<file path="src/rtl/hazard_ctrl.sv">
// hazard_ctrl -- load-use stall / taken-branch flush controller with
// EX/MEM/WB destination tracking for a 5-stage pipeline.
//
// Ports
//   clk, rst_n                 clock, asynchronous active-low reset
//   id_valid                   ID instruction is real (not a bubble)
//   id_rn, id_rm, id_rd        ID sources A/B and destination register
//   id_uses_rm                 ID instruction reads id_rm
//   id_regwr, id_memread       ID instruction writes regfile / is a load
//   br_taken_ex                EX branch resolved taken this cycle
//   dest_ex/mem/wb             registered destination per stage
//   regwr_ex/mem/wb            registered regfile write enable per stage
//   memread_ex                 registered load flag of EX
//   pc_we, ifid_we             PC / IF-ID write enables (combinational)
//   idex_bubble, ifid_flush    NOP into ID/EX / clear IF/ID next edge
//   stall_cnt, flush_cnt       saturating event counters (CNT_W bits)
module hazard_ctrl #(
    parameter int CNT_W = 16
) (
    input  logic             clk,
    input  logic             rst_n,
    input  logic             id_valid,
    input  logic [4:0]       id_rn,
    input  logic [4:0]       id_rm,
    input  logic [4:0]       id_rd,
    input  logic             id_uses_rm,
    input  logic             id_regwr,
    input  logic             id_memread,
    input  logic             br_taken_ex,
    output logic [4:0]       dest_ex,
    output logic [4:0]       dest_mem,
    output logic [4:0]       dest_wb,
    output logic             regwr_ex,
    output logic             regwr_mem,
    output logic             regwr_wb,
    output logic             memread_ex,
    output logic             pc_we,
    output logic             ifid_we,
    output logic             idex_bubble,
    output logic             ifid_flush,
    output logic [CNT_W-1:0] stall_cnt,
    output logic [CNT_W-1:0] flush_cnt
);

    localparam logic [4:0] XZR = 5'd31;

    typedef struct packed {
        logic       valid;
        logic       regwr;
        logic       memread;
        logic [4:0] dest;
    } stage_t;

    localparam stage_t BUBBLE = '{valid: 1'b0, regwr: 1'b0, memread: 1'b0, dest: XZR};

    stage_t ex_q, mem_q, wb_q, ex_d;
    logic   lu, br, stall;
    logic [CNT_W-1:0] stall_q, flush_q;

    // Write enables are qualified by the valid bit so a bubble can never
    // produce a regfile write, whatever its other fields hold.
    assign dest_ex    = ex_q.dest;
    assign dest_mem   = mem_q.dest;
    assign dest_wb    = wb_q.dest;
    assign regwr_ex   = ex_q.valid & ex_q.regwr;
    assign regwr_mem  = mem_q.valid & mem_q.regwr;
    assign regwr_wb   = wb_q.valid & wb_q.regwr;
    assign memread_ex = ex_q.valid & ex_q.memread;
    assign stall_cnt  = stall_q;
    assign flush_cnt  = flush_q;

    // XZR is excluded as a producer, which also covers XZR as a source:
    // a source of 31 can only match a destination of 31.
    always_comb begin
        lu = memread_ex & regwr_ex & (dest_ex != XZR) & id_valid &
             ((id_rn == dest_ex) | (id_uses_rm & (id_rm == dest_ex)));
        // Gating with rst_n keeps the control outputs at their idle values
        // for the whole reset window, even if br_taken_ex is floating high.
        br    = rst_n & br_taken_ex;
        // A taken branch squashes the stalled instruction, so it wins.
        stall = rst_n & lu & ~br;

        pc_we       = ~stall;
        ifid_we     = ~stall;
        idex_bubble = br | stall;
        ifid_flush  = br;

        ex_d = BUBBLE;
        if (!idex_bubble && id_valid) begin
            ex_d.valid   = 1'b1;
            ex_d.regwr   = id_regwr;
            ex_d.memread = id_memread;
            ex_d.dest    = id_rd;
        end
    end

    // EX/MEM/WB always advance; a stall only holds PC and IF/ID upstream.
    always_ff @(posedge clk or negedge rst_n) begin
        if (!rst_n) begin
            ex_q  <= BUBBLE;
            mem_q <= BUBBLE;
            wb_q  <= BUBBLE;
        end else begin
            ex_q  <= ex_d;
            mem_q <= ex_q;
            wb_q  <= mem_q;
        end
    end

    always_ff @(posedge clk or negedge rst_n) begin
        if (!rst_n) begin
            stall_q <= '0;
            flush_q <= '0;
        end else begin
            if (stall && (stall_q != '1)) stall_q <= stall_q + 1'b1;
            if (br && (flush_q != '1))    flush_q <= flush_q + 1'b1;
        end
    end

endmodule

</file>
<file path="config.mk">
export PLATFORM = sky130hd
export DESIGN_NAME = hazard_ctrl
export DESIGN_NICKNAME = d
export VERILOG_FILES = /design/src/rtl/hazard_ctrl.sv
export SDC_FILE = /design/constraint.sdc
export NUM_CORES = 1
export LEC_CHECK = 0
export BUFFER_PORTS_ARGS = -buffer_cell sky130_fd_sc_hd__buf_4
export CORE_MARGIN = 2
export CORE_UTILIZATION = 50
export DETAILED_ROUTE_END_ITERATION = 10
export GPL_ROUTABILITY_DRIVEN = 1
export PLACE_DENSITY = 0.78
export SYNTH_ARGS = -nofsm -noshare
export SYNTH_HDL_FRONTEND = slang
export SYNTH_SLANG_ARGS = --single-unit
</file>
<file path="constraint.sdc">
create_clock -name clk -period 3.3 [get_ports clk]
set_input_delay 0.66 -clock clk [delete_from_list [all_inputs] [get_ports clk]]
set_output_delay 0.66 -clock clk [all_outputs]
set_load 0.01 [all_outputs]
</file>
==> run summary, run 1 <==
The top cell types in the final layout, fill and taps aside, are sky130_fd_sc_hd__buf_4 (79), sky130_fd_sc_hd__dfrtp_1 (39), sky130_fd_sc_hd__xnor2_1 (32). For this run, the slowest stage of the critical path takes 0.60 ns. The layer flagged by global routing as most heavily used is met2. The number of buffers and inverters on the critical path is 2. The total iterations of the first detailed-routing run was 4; the synthesis-stage register bit count was 54.

The H-tree was split into 2 levels. The run gives 1.47 mW as the overall power after layout. Starting density of the core: 52.1%. In this run the remaining antenna-violating nets after routing total 0. The number of warnings issued by yosys is 0.

The met2 global-route usage was 30.5%. Via count of the first global-routing pass: 1687. The required time reported for the critical path endpoint was 2.64 ns. Averaged over all synthesized cells, the footprint is 11.6 sq um. The run gives 1.96 ns as the data arrival time of the critical path. In this run the critical register-to-register path is captured at stall_cnt[1]. The number of top-level pins was 77.

Setup repair after global routing left no endpoint under its margin. The tools report the relative slew slack as 66.5%. The placed wire-length estimate after detailed placement was 3730 um.

The run finished with clean final reports. The finished layout holds 349 standard cells, fillers aside. Counting I/O delays and the setup requirement, the final critical path takes 2.62 ns. In the final routed layout, each cell accounts on average for 13.9 um. Using the TritonRoute via totals, the vias-per-cell ratio works out to 4.98. Traced cell by cell, the critical path runs through xnor2_1 > nand4_1 > o22ai_2 > buf_4 > nand3_1 > buf_4.

The die covers 5530 sq um. The finished cells cover 3140 sq um. The via total after detailed routing came out at 1738. The slew at the pin with the worst max-slew slack is 0.498 ns. The clock network latency to the later pin of the worst-skew pair came out at 0.31 ns.

Dividing the final minimum period by the clock period gives 79.4%. The worst ir drop on vdd was 0.000201 V. Met3 track demand over resource in global routing: 4.61%. The start-to-end type of the worst setup path was flip-flop to output port. The total power per unit cell area works out to 468 nW/um^2. On the final layout, the worst hold slack is 0.196 ns. The most common cell after layout, fill and taps aside is sky130_fd_sc_hd__buf_4.

The total of max-cap violations is 0. The worst hold path belongs to the class primary input to asynchronous set/reset pin. At the placement stage, the worst setup path has a slack of 0.822 ns. Buffers inserted to repair hold after CTS numbered 0. Including well taps, the total number of placed cells is 341. The run gives 25 as the number of core rows.

Once the clock tree was built, the setup fixing pass inserted 0 buffers. Of the cells placed in the final design, the portion with a size suffix greater than 1 is 40.8%. Counting cells, the worst reg-to-reg path comes to 6.

The repair_antennas step left the layout with diodes totalling 0. Entering global routing, the biggest net connects 22 pins. The maximum clock insertion buffer count is 2.

The number of nets in the synthesized netlist is 237. Wires add up to 4860 um. Setup total negative slack on the finished layout was measured at 0 ns. The post-synthesis to final-layout area growth was 26.7%. For the total routing resource utilization after global routing, the log shows 18.6%. The post-synthesis instance area is 2470 sq um, and the fmax is 0.382 GHz. Routability-driven placement finished with a final weighted congestion of 0.748. After clock tree synthesis, the clock-pin slew on the worst setup and hold paths is 0.10 ns. The tree built by TritonCTS fans out to 54 sinks. Post-cts resize count: 0.

The die is 74.4 um wide. The logs give 0 for the number of slew-limit violations in the final report and 0.00453 ns for the final worst clock skew. Cell class contributing the biggest share of worst-path delay: flip-flops.

The analysis attributes to cell leakage a power of 1.48 nW. Synthesis produced a netlist whose cell count is 213. The final core utilization came out at 65.9%. The run gives 3020 sq um as the placed instance area. The dominant cell type by count on the critical path was sky130_fd_sc_hd__buf_4.

Setup violations remaining at the end of the flow were counted as 0. Counting the fill cells in the layout gives 421. TritonCTS built the clock tree. The count of buffers added on input and output ports is 76. The run gives 55.4% as the sequential cell area fraction in the yosys report. The logs give 4750 sq um for the placeable core region and 33 for the distinct cell type count after synthesis. In this run the critical register-to-register path is launched from stall_cnt[0]. Summed over all layers, the global routing overflow is 0. In this run the vertical extent of the chip is 74.4 um. The first global-routing pass estimated 7830 um of wire. The run gives 95 as the number of DRC markers in iteration 0. Critical path launch point type: a flip-flop. The logs give 305 for the number of nets at the end of the flow and 24.5% for the global routing usage on met1.

STA classifies the critical path endpoint as an output port. The tree is rooted in a sky130_fd_sc_hd__clkbuf_8. The number of clock buffers inserted by TritonCTS was 5; the DRC violations left was 0.

Along the worst path, the maximum fanout reaches 17. The tools report the number of antenna violations at the first check in global routing as 0. Slowest cell on the critical path: sky130_fd_sc_hd__dfstp_2.

The slack of the worst reg-to-reg path was 1.28 ns. Setup slack closes at 0.681 ns. The total count of hold-check failures in the final report was 0.
flip-flops by register name (all words and copies together), names as in the netlist:
name and cells:
mem_q 2, wb_q 2, dest_ex 5, stall_cnt 16, ex_q 3, dest_wb 5, flush_cnt 16, dest_mem 5
worst reg2reg max path, delay by kind of cell (launching register included):
kind                     cells  cell delay (ns)
AO/OA/AOI/OAI                1             0.50
AND/OR/NAND/NOR              3             0.45
flip-flops                   1             0.43
multiplexers                 1             0.34
adder cells (fa/ha/maj)      1             0.19
report_power, final:
group          internal, mW  leakage, nW  switching (mW)
Sequential            0.719        0.676          0.0629
Clock                 0.230       0.0587           0.221
Combinational         0.125        0.742           0.108
cell type report:
class	count	area, sq um	share of cell area (%)
repair buffers	79	593	18.9
multi-input cells	136	953	30.4
clock inverters	3	47.5	1.52
well taps	67	83.8	2.67
clock buffers	5	68.8	2.19
flip-flops and latches	54	1370	43.7
inverters	5	18.8	0.599
worst max path at each step:
stage / startpoint / end / slack (ns) / cells after the start
global placement: id_rn[0] / pc_we / 0.84 / 7
global route: dest_ex[1] / pc_we / 0.55 / 6
floorplan: id_rn[4] / pc_we / 0.87 / 6
detailed placement: id_rm[1] / ifid_we / 0.82 / 7
finish: dest_ex[1] / ifid_we / 0.68 / 6
CTS: dest_ex[1] / ifid_we / 0.66 / 6
cell usage after synthesis:
cell type | number | area share (%)
sky130_fd_sc_hd__and3_2 | 2 | 0.61
sky130_fd_sc_hd__nor2b_1 | 1 | 0.25
sky130_fd_sc_hd__xor2_1 | 7 | 2.5
sky130_fd_sc_hd__inv_1 | 5 | 0.76
sky130_fd_sc_hd__nor3_2 | 1 | 0.40
sky130_fd_sc_hd__nand4_4 | 1 | 0.86
sky130_fd_sc_hd__or4_4 | 1 | 0.45
sky130_fd_sc_hd__and4_1 | 2 | 0.71
sky130_fd_sc_hd__dfrtp_1 | 39 | 39
sky130_fd_sc_hd__and4_4 | 1 | 0.45
sky130_fd_sc_hd__and3_1 | 7 | 1.8
sky130_fd_sc_hd__nor3_1 | 1 | 0.20
sky130_fd_sc_hd__nor2_1 | 8 | 1.2
sky130_fd_sc_hd__ha_1 | 2 | 1.0
sky130_fd_sc_hd__o211ai_1 | 1 | 0.30
sky130_fd_sc_hd__a211oi_2 | 2 | 1.0
sky130_fd_sc_hd__nand4_1 | 9 | 2.3
sky130_fd_sc_hd__or3_1 | 2 | 0.51
sky130_fd_sc_hd__and2_1 | 6 | 1.5
sky130_fd_sc_hd__nand3_1 | 17 | 3.4
sky130_fd_sc_hd__dfstp_2 | 15 | 16
sky130_fd_sc_hd__o22ai_2 | 1 | 0.51
sky130_fd_sc_hd__o311a_2 | 1 | 0.45
sky130_fd_sc_hd__mux2_2 | 3 | 1.4
sky130_fd_sc_hd__nand2_1 | 17 | 2.6
sky130_fd_sc_hd__a31oi_1 | 1 | 0.25
sky130_fd_sc_hd__nand2b_1 | 6 | 1.5
sky130_fd_sc_hd__nor4_1 | 1 | 0.25
sky130_fd_sc_hd__o21ai_0 | 1 | 0.20
sky130_fd_sc_hd__nand3b_1 | 2 | 0.61
sky130_fd_sc_hd__buf_4 | 17 | 5.2
sky130_fd_sc_hd__xnor2_1 | 32 | 11
sky130_fd_sc_hd__buf_2 | 1 | 0.20
kinds of logic (layout without fill, tap and decap cells):
group	Yosys count	in the layout	share of synthesized area [%]
simple gates	85	85	19.6
flops	54	54	55.4
fa+ha+maj	2	2	1.01
buf+inv	23	92	6.12
compound gates	7	7	2.73
mux	3	3	1.36
xor+xnor	39	39	13.8
per-layer routing:
layer	vias to the layer above	wire length, um
met3	8	288
met2	55	2410
met5	-	0
li1	841	-
met4	0	71
met1	834	2090
Power figures use the tool's default switching activity.
==> inputs of run 2 (changes only) <==
--- a/config.mk
+++ b/config.mk
@@ -7,10 +7,10 @@
 export LEC_CHECK = 0
 export BUFFER_PORTS_ARGS = -buffer_cell sky130_fd_sc_hd__buf_4
 export CORE_MARGIN = 2
-export CORE_UTILIZATION = 50
+export CORE_UTILIZATION = 46
 export DETAILED_ROUTE_END_ITERATION = 10
 export GPL_ROUTABILITY_DRIVEN = 1
-export PLACE_DENSITY = 0.78
+export PLACE_DENSITY = 0.76
 export SYNTH_ARGS = -nofsm -noshare
 export SYNTH_HDL_FRONTEND = slang
 export SYNTH_SLANG_ARGS = --single-unit
==> constraint.sdc (replaced) <==
create_clock -name clk -period 2.4 [get_ports clk]
set_input_delay 0.48 -clock clk [delete_from_list [all_inputs] [get_ports clk]]
set_output_delay 0.48 -clock clk [all_outputs]
set_load 0.01 [all_outputs]
==> run 2 against run 1 <==
  * Clock-buffer cell count grew 2
  * Worst hold slack gained 0.014 ns
  * Largest power group unchanged
  * Global-route usage is 1.7 points lower
  * Utilization shrank 4.3 points
  * Critical path type unchanged
  * Cell area up 1.0%
  * Critical path depth decreased by 1
  * Register-to-register slack got worse by 0.92 ns
  * Largest cell class unchanged
  * Via count increased by 1.2%
  * Combinational power is 40% higher
  * Sequential power is 38% higher
==> run summary, run 2 (same netlist as run 1, synthesis figures left out) <==
The run gives 31 (+41%) as the pin count of the biggest net entering global routing. The slack of the worst reg-to-reg path is 0.36 ns (-0.92 ns). The leakage dissipation was 1.49 nW (+1.1%); the number of nets at the end of the flow was 309 (+1.3%). The cell area after layout is 3170 sq um (+1.0%), and the required time reported for the critical path endpoint is 1.92 ns (-0.72 ns). The routed length per instance is 13.4 um (-3.4%). TritonCTS built the clock tree. The final critical path takes up 94.6% of the cycle.

The relative slew slack was 68.2% (+1.7 points). The total of max-cap violations came out at 0 (unchanged). The post-synthesis to final-layout area growth works out to 28.0%. The worst setup path is captured at an output port.

The routed via count divided by cell count is 4.94 (-0.78%), and the maximum fanout encountered on the critical timing path is 5 (-12). For the worst-case setup margin in the final layout, the log shows 0.130 ns (-0.552 ns). The logs give 0 (unchanged) for the DRC violations left and 93 (-2.1%) for the number of DRC markers in iteration 0. The number of slew-limit violations in the final report is 0 (unchanged), and the placeable core region is 5140 sq um (+8.1%). For the fmax, the log shows 0.440 GHz.

Number of core rows: 26 (+4.0%). The total power per unit cell area came out at 616 nW/um^2 (+32%). The total wire length was 4790 um (-1.4%); the slew at the pin with the worst max-slew slack was 0.473 ns (-0.0251 ns). The total iterations of the first detailed-routing run was 4 (unchanged). For the via count of the first global-routing pass, the log shows 1702 (+0.89%). For the via total after detailed routing, the log shows 1759 (+1.2%). The total routing resource utilization after global routing was 16.9% (-1.7 points). The run finished with clean final reports.

The global-route wire length before repair is 7950 um (+1.5%). Clock transition at the register clock pins on the worst setup and hold paths after CTS: 0.09 ns (about the same). The routability-driven placement congestion ratio is 0.791 (+5.7%), and the data arrival time of the critical path is 1.79 ns (-0.17 ns). The number of top-level pins was 77 (unchanged).

The die span in y is 77.4 um (+4.0%), and the number of input and output port buffers inserted is 76 (unchanged). Die footprint: 5980 sq um (+8.2%). The tools report the number of clock buffers inserted by TritonCTS as 5 (unchanged).

The run gives 0 (unchanged) as the total count of hold-check failures in the final report. The run gives 0 (unchanged) as the number of antenna violations at the first check in global routing. The tools report the post-route antenna net violation count as 0 (unchanged). The run gives 3640 um (-2.4%) as the placed wire-length estimate after detailed placement. The most common cell after layout, fill and taps aside is sky130_fd_sc_hd__buf_4. For the number of endpoints failing setup at the final stage, the log shows 0 (unchanged). In the layout the commonest cells are sky130_fd_sc_hd__buf_4 (82), sky130_fd_sc_hd__dfrtp_1 (39), sky130_fd_sc_hd__xnor2_1 (32). The tools report the setup slack at placement as 0.365 ns (-0.457 ns).

The share of layout cells above drive strength 1 is 40.9% (+0.13 points), and the clock network latency to the later pin of the worst-skew pair is 0.29 ns (-0.02 ns). The run gives 54 (unchanged) as the clock sink total. The worst ir drop on vdd was 0.000431 V (+110%); the total negative slack for setup checks was 0 ns (unchanged).

The tools report the maximum clock insertion buffer count as 2 (unchanged). The filler cell count came out at 443 (+5.2%). The worst hold slack after final layout was 0.209 ns (+0.0136 ns); the final worst clock skew was 0.00446 ns (-0.0000776 ns).

Overflow left after global routing: 0 (unchanged). The worst setup path is launched from a flip-flop. The tools report the number of antenna diodes as 0 (unchanged). The setup path with the least slack is of type flip-flop to output port. The path class of the tightest hold or removal check is primary input to asynchronous set/reset pin. Starting density of the core: 48.1% (-3.9 points). The overall die width works out to 77.4 um (+4.0%).

Placed instance area: 3030 sq um (+0.37%). Buffer cell driving the clock tree root: sky130_fd_sc_hd__clkbuf_8. Setup repair after global routing left no endpoint under its margin. The time the final worst path needs with I/O delays and setup was 2.27 ns; the H-tree depth was 2 (unchanged).
run 2: cell count changes in the layout (fill, tap and decap cells not counted), sizes merged:
cell	change
buf	+3
clkbuf	+2
bufinv	-1
clkinv	-1
dlygate4sd3	+1
run 2: per-layer routing:
metal	vias to the layer above	GRT usage (%)	wire length [um]
met5	-	0	0
met4	0	6.07	70
met3	6	3.14	265
met2	58	28.7	2360
met1	850	21.7	2090
li1	845	-	-
run 2: where the power goes:
group | total [mW] | switching (mW) | leakage [nW] | internal, mW
registers | 1.08 | 0.0873 | 0.676 | 0.989
logic | 0.327 | 0.150 | 0.763 | 0.177
clock network | 0.548 | 0.277 | 0.0539 | 0.270
total | 1.95 | 0.515 | 1.49 | 1.44
run 2: layout make-up:
class	instances	area [sq um]	share of cell area [%]
Timing Repair Buffer	83	626	19.8
Tap cell	70	87.6	2.77
Multi-Input combinational cell	136	961	30.3
Clock buffer	7	97.6	3.08
Clock inverter	1	6.26	0.198
Sequential cell	54	1370	43.3
Inverter	5	18.8	0.593
run 2: final timing paths:
path | startpoint | end | cells after the start
hold reg to reg | mem_q[7] | wb_q[7] | 0
max in group asynchronous | rst_n | flush_cnt[4] | 2
setup / recovery | dest_ex[0] | ifid_we | 5
hold / removal | rst_n | stall_cnt[9] | 2
min in group clk | id_rd[3] | dest_ex[3] | 2
setup reg to reg | dest_ex[0] | stall_cnt[12] | 7
run 2: metrics by stage:
stage | std cells | util [%] | power (mW)
floorplan | 213 | - | 1.24
global placement | 345 | 59.0 | 1.40
detailed placement | 345 | 59.0 | 1.42
CTS | 354 | 61.2 | 1.97
global route | 356 | 61.6 | 2.05
finish | 356 | 61.6 | 1.95
run 2: what timing repair did:
action / 4_1_cts / 5_1_grt
resized for setup: 0 / 1
hold buffers: 1 / 0
setup buffers: 0 / 2
setup endpoints to repair: 0 / 3
endpoints found under the hold margin: 1 / 0
run 2: worst max-delay path, cell delays in order, from the launching register on:
cell and delay [ns]:
sky130_fd_sc_hd__dfstp_2 0.62, sky130_fd_sc_hd__xnor2_1 0.14, sky130_fd_sc_hd__nand3_1 0.16, sky130_fd_sc_hd__o22ai_4 0.24, sky130_fd_sc_hd__nand3_1 0.14, sky130_fd_sc_hd__buf_4 0.18
==> inputs of run 3 (changes only) <==
--- a/config.mk
+++ b/config.mk
@@ -10,6 +10,7 @@
 export CORE_UTILIZATION = 46
 export DETAILED_ROUTE_END_ITERATION = 10
 export GPL_ROUTABILITY_DRIVEN = 1
+export MAX_ROUTING_LAYER = met4
 export PLACE_DENSITY = 0.76
 export SYNTH_ARGS = -nofsm -noshare
 export SYNTH_HDL_FRONTEND = slang
==> run 3 against run 2 <==
  * Cell count is the same
  * Non-clock buffer count unchanged
  * Routed wire length increased by 1.1%
  * Sequential share of layout area stayed put
  * Fmax fell by 0.53%
  * Clock power is 0.9% higher
  * Critical path depth did not move
  * Clock-buffer cell count is the same
  * Combinational power barely moved
  * Worst setup slack lost 0.012 ns
  * Worst hold slack better by 0.0039 ns
  * Highest routed layer unchanged
==> run summary, run 3 (same netlist as run 1, synthesis figures left out) <==
The worst setup path is launched from a flip-flop. The via count of the first global-routing pass was 1703 (+0.059%). For the number of endpoints failing setup at the final stage, the log shows 0 (unchanged). The flow ran to the end, and the final reports show no timing, DRC or antenna violations. The logs give 0.802 (+1.4%) for the routability-driven placement congestion ratio and 0 (unchanged) for the number of antenna diodes. TritonCTS built the clock tree. The share of layout cells above drive strength 1 is 40.9% (unchanged), and the total routing resource utilization after global routing is 17.4% (+0.53 points).

The run gives 0 (unchanged) as the number of antenna violations at the first check in global routing. The cell class contributing the biggest share of worst-path delay was flip-flops. Walking the worst path, the cells encountered are xnor2_1 > nand3_1 > o22ai_4 > nand3_1 > buf_4. The slowest stage of the critical path is the sky130_fd_sc_hd__dfstp_2 cell. The net switching power was 520 uW (+0.96%); the pin count of the biggest net entering global routing was 31 (unchanged). Sequential share of power: 55.0% (-0.2 points). After detailed routing, no signal wire sits above met4.

The number of top-level pins is 77 (unchanged), and the fmax is 0.438 GHz (-0.53%). The total wire length was 4840 um (+1.1%). The global-route wire length before repair came out at 7980 um (+0.35%). The H-tree depth is 2 (unchanged). The total count of hold-check failures in the final report is 0 (unchanged), and the total iterations of the first detailed-routing run is 4 (unchanged). The data arrival time of the critical path is 1.80 ns (about the same), and the via total after detailed routing is 1753 (-0.34%). The filler cell count is 443 (unchanged). The run gives 0.29 ns (about the same) as the clock network latency to the later pin of the worst-skew pair. The placed wire-length estimate after detailed placement is 3640 um (unchanged). The cell-internal power is 1.44 mW (about the same). Time the final worst path needs with I/O delays and setup: 2.28 ns (+0.0122 ns). The tools report the relative slew slack as 68.6% (+0.40 points). The logs give 0 (unchanged) for the DRC violations left and 0 (unchanged) for the number of slew-limit violations in the final report. The worst setup path is captured at an output port.

The clock transition at the register clock pins on the worst setup and hold paths after CTS came out at 0.09 ns (about the same). The overall power after layout is 1.96 mW (+0.26%). The maximum clock insertion buffer count was 2 (unchanged); the overflow left after global routing was 0 (unchanged). Die span in y: 77.4 um (unchanged).

The post-route antenna net violation count was 0 (unchanged); the maximum fanout encountered on the critical timing path was 5 (unchanged). The start-to-end type of the worst setup path is flip-flop to output port. The total of max-cap violations was 0 (unchanged). The dominant cell type by count on the critical path is sky130_fd_sc_hd__nand3_1. The number of input and output port buffers inserted is 76 (unchanged), and the clock share of power is 28.3% (+0.2 points).

Overall die width: 77.4 um (unchanged). For the die footprint, the log shows 5980 sq um (unchanged). The total power per unit cell area is 618 nW/um^2 (+0.26%), and the starting density of the core is 48.1% (unchanged). The slack of the worst reg-to-reg path was 0.35 ns (about the same); the post-synthesis to final-layout area growth was 28.0% (unchanged).

The leakage dissipation was 1.49 nW (unchanged); the sum of buffers and inverters on the critical path was 1 (unchanged). The number of clock buffers inserted by TritonCTS was 5 (unchanged). For the sum of met2 wire segment lengths after detailed routing, the log shows 2360 um (-0.30%). The path category of the worst min-delay check is primary input to asynchronous set/reset pin. The logs give 255 um (-3.8%) for the detailed route wirelength on metal3 and 101 (+8.6%) for the number of DRC markers in iteration 0.

For the final worst clock skew, the log shows 0.00461 ns (+0.000158 ns). The delay of the slowest cell on the worst path is 0.62 ns (about the same). Placeable core region: 5140 sq um (unchanged).

CTS placed an instance of sky130_fd_sc_hd__clkbuf_8 at the clock tree root. The most common cell after layout, fill and taps aside is sky130_fd_sc_hd__buf_4. The number of nets at the end of the flow was 309 (unchanged). For the combinational share of power, the log shows 16.7% (about the same). In the layout the commonest cells are sky130_fd_sc_hd__buf_4 (82), sky130_fd_sc_hd__dfrtp_1 (39), sky130_fd_sc_hd__xnor2_1 (32). Worst ir drop on vdd: 0.000432 V (+0.26%).

The clock sink total came out at 54 (unchanged). The tools report the total negative slack for setup checks as 0 ns (unchanged). The routed via count divided by cell count was 4.92 (-0.34%). The portion of the clock cycle consumed by the worst path in the final layout is 95.1% (+0.51 points), and the switching fraction of total power is 26.6% (+0.19 points). For the met1 routed wirelength after detailed routing, the log shows 2160 um (+3.3%). The slew at the pin with the worst max-slew slack works out to 0.467 ns (-0.00594 ns). Setup repair after global routing left no endpoint under its margin. The routed length per instance was 13.6 um (+1.1%). The tools report the number of core rows as 26 (unchanged). Required time reported for the critical path endpoint: 1.92 ns (about the same).
[run 3: cell counts in the layout (fill, tap and decap cells not counted)]
No cell type changed its count.
[run 3: stage by stage]
step	hold slack, ns	setup slack (ns)	utilization [%]	area [sq um]	std cells
6_report	0.213	0.117	61.6	3170	356
5_1_grt	0.230	0.0236	61.6	3170	356
4_1_cts	0.221	0.0602	61.2	3140	354
3_5_place_dp	0.288	0.365	59.0	3030	345
3_3_place_gp	0.289	0.437	59.0	3030	345
2_1_floorplan	0.184	0.250	-	2470	213
[run 3: metal layers]
metal	global-route usage, %	up-vias
li1	-	846
met3	3.14	6
met1	21.9	844
met2	28.7	57
met4	6.07	0
met5	-	-
[run 3: layout make-up]
cell class	instances	area, sq um	share of cell area, %
flip-flops and latches	54	1370	43.3
multi-input cells	136	961	30.3
repair buffers	83	626	19.8
clock buffers	7	97.6	3.08
well taps	70	87.6	2.77
inverters	5	18.8	0.593
clock inverters	1	6.26	0.198
[run 3: power groups by stage]
stage	clock [mW]	sequential, mW	combinational, mW
6_report	0.553	1.08	0.327
3_3_place_gp	0	1.09	0.318
2_1_floorplan	0	1.10	0.144
4_1_cts	0.569	1.08	0.328
5_1_grt	0.606	1.09	0.359
3_5_place_dp	0	1.09	0.326
[run 3: final timing paths]
path | startpoint | to | cells after the start
setup reg to reg | dest_ex[0] | stall_cnt[12] | 7
max in group asynchronous | rst_n | flush_cnt[4] | 2
setup / recovery | dest_ex[0] | ifid_we | 5
hold / removal | rst_n | stall_cnt[9] | 2
hold reg to reg | dest_mem[0] | dest_wb[0] | 0
min in group clk | dest_mem[0] | dest_wb[0] | 0
[run 3: what timing repair did]
item / CTS / global route
setup endpoints to repair: 0 / 3
resized for setup: 0 / 1
hold endpoints to repair: 1 / 0
setup buffers: 0 / 2
hold buffers: 1 / 0
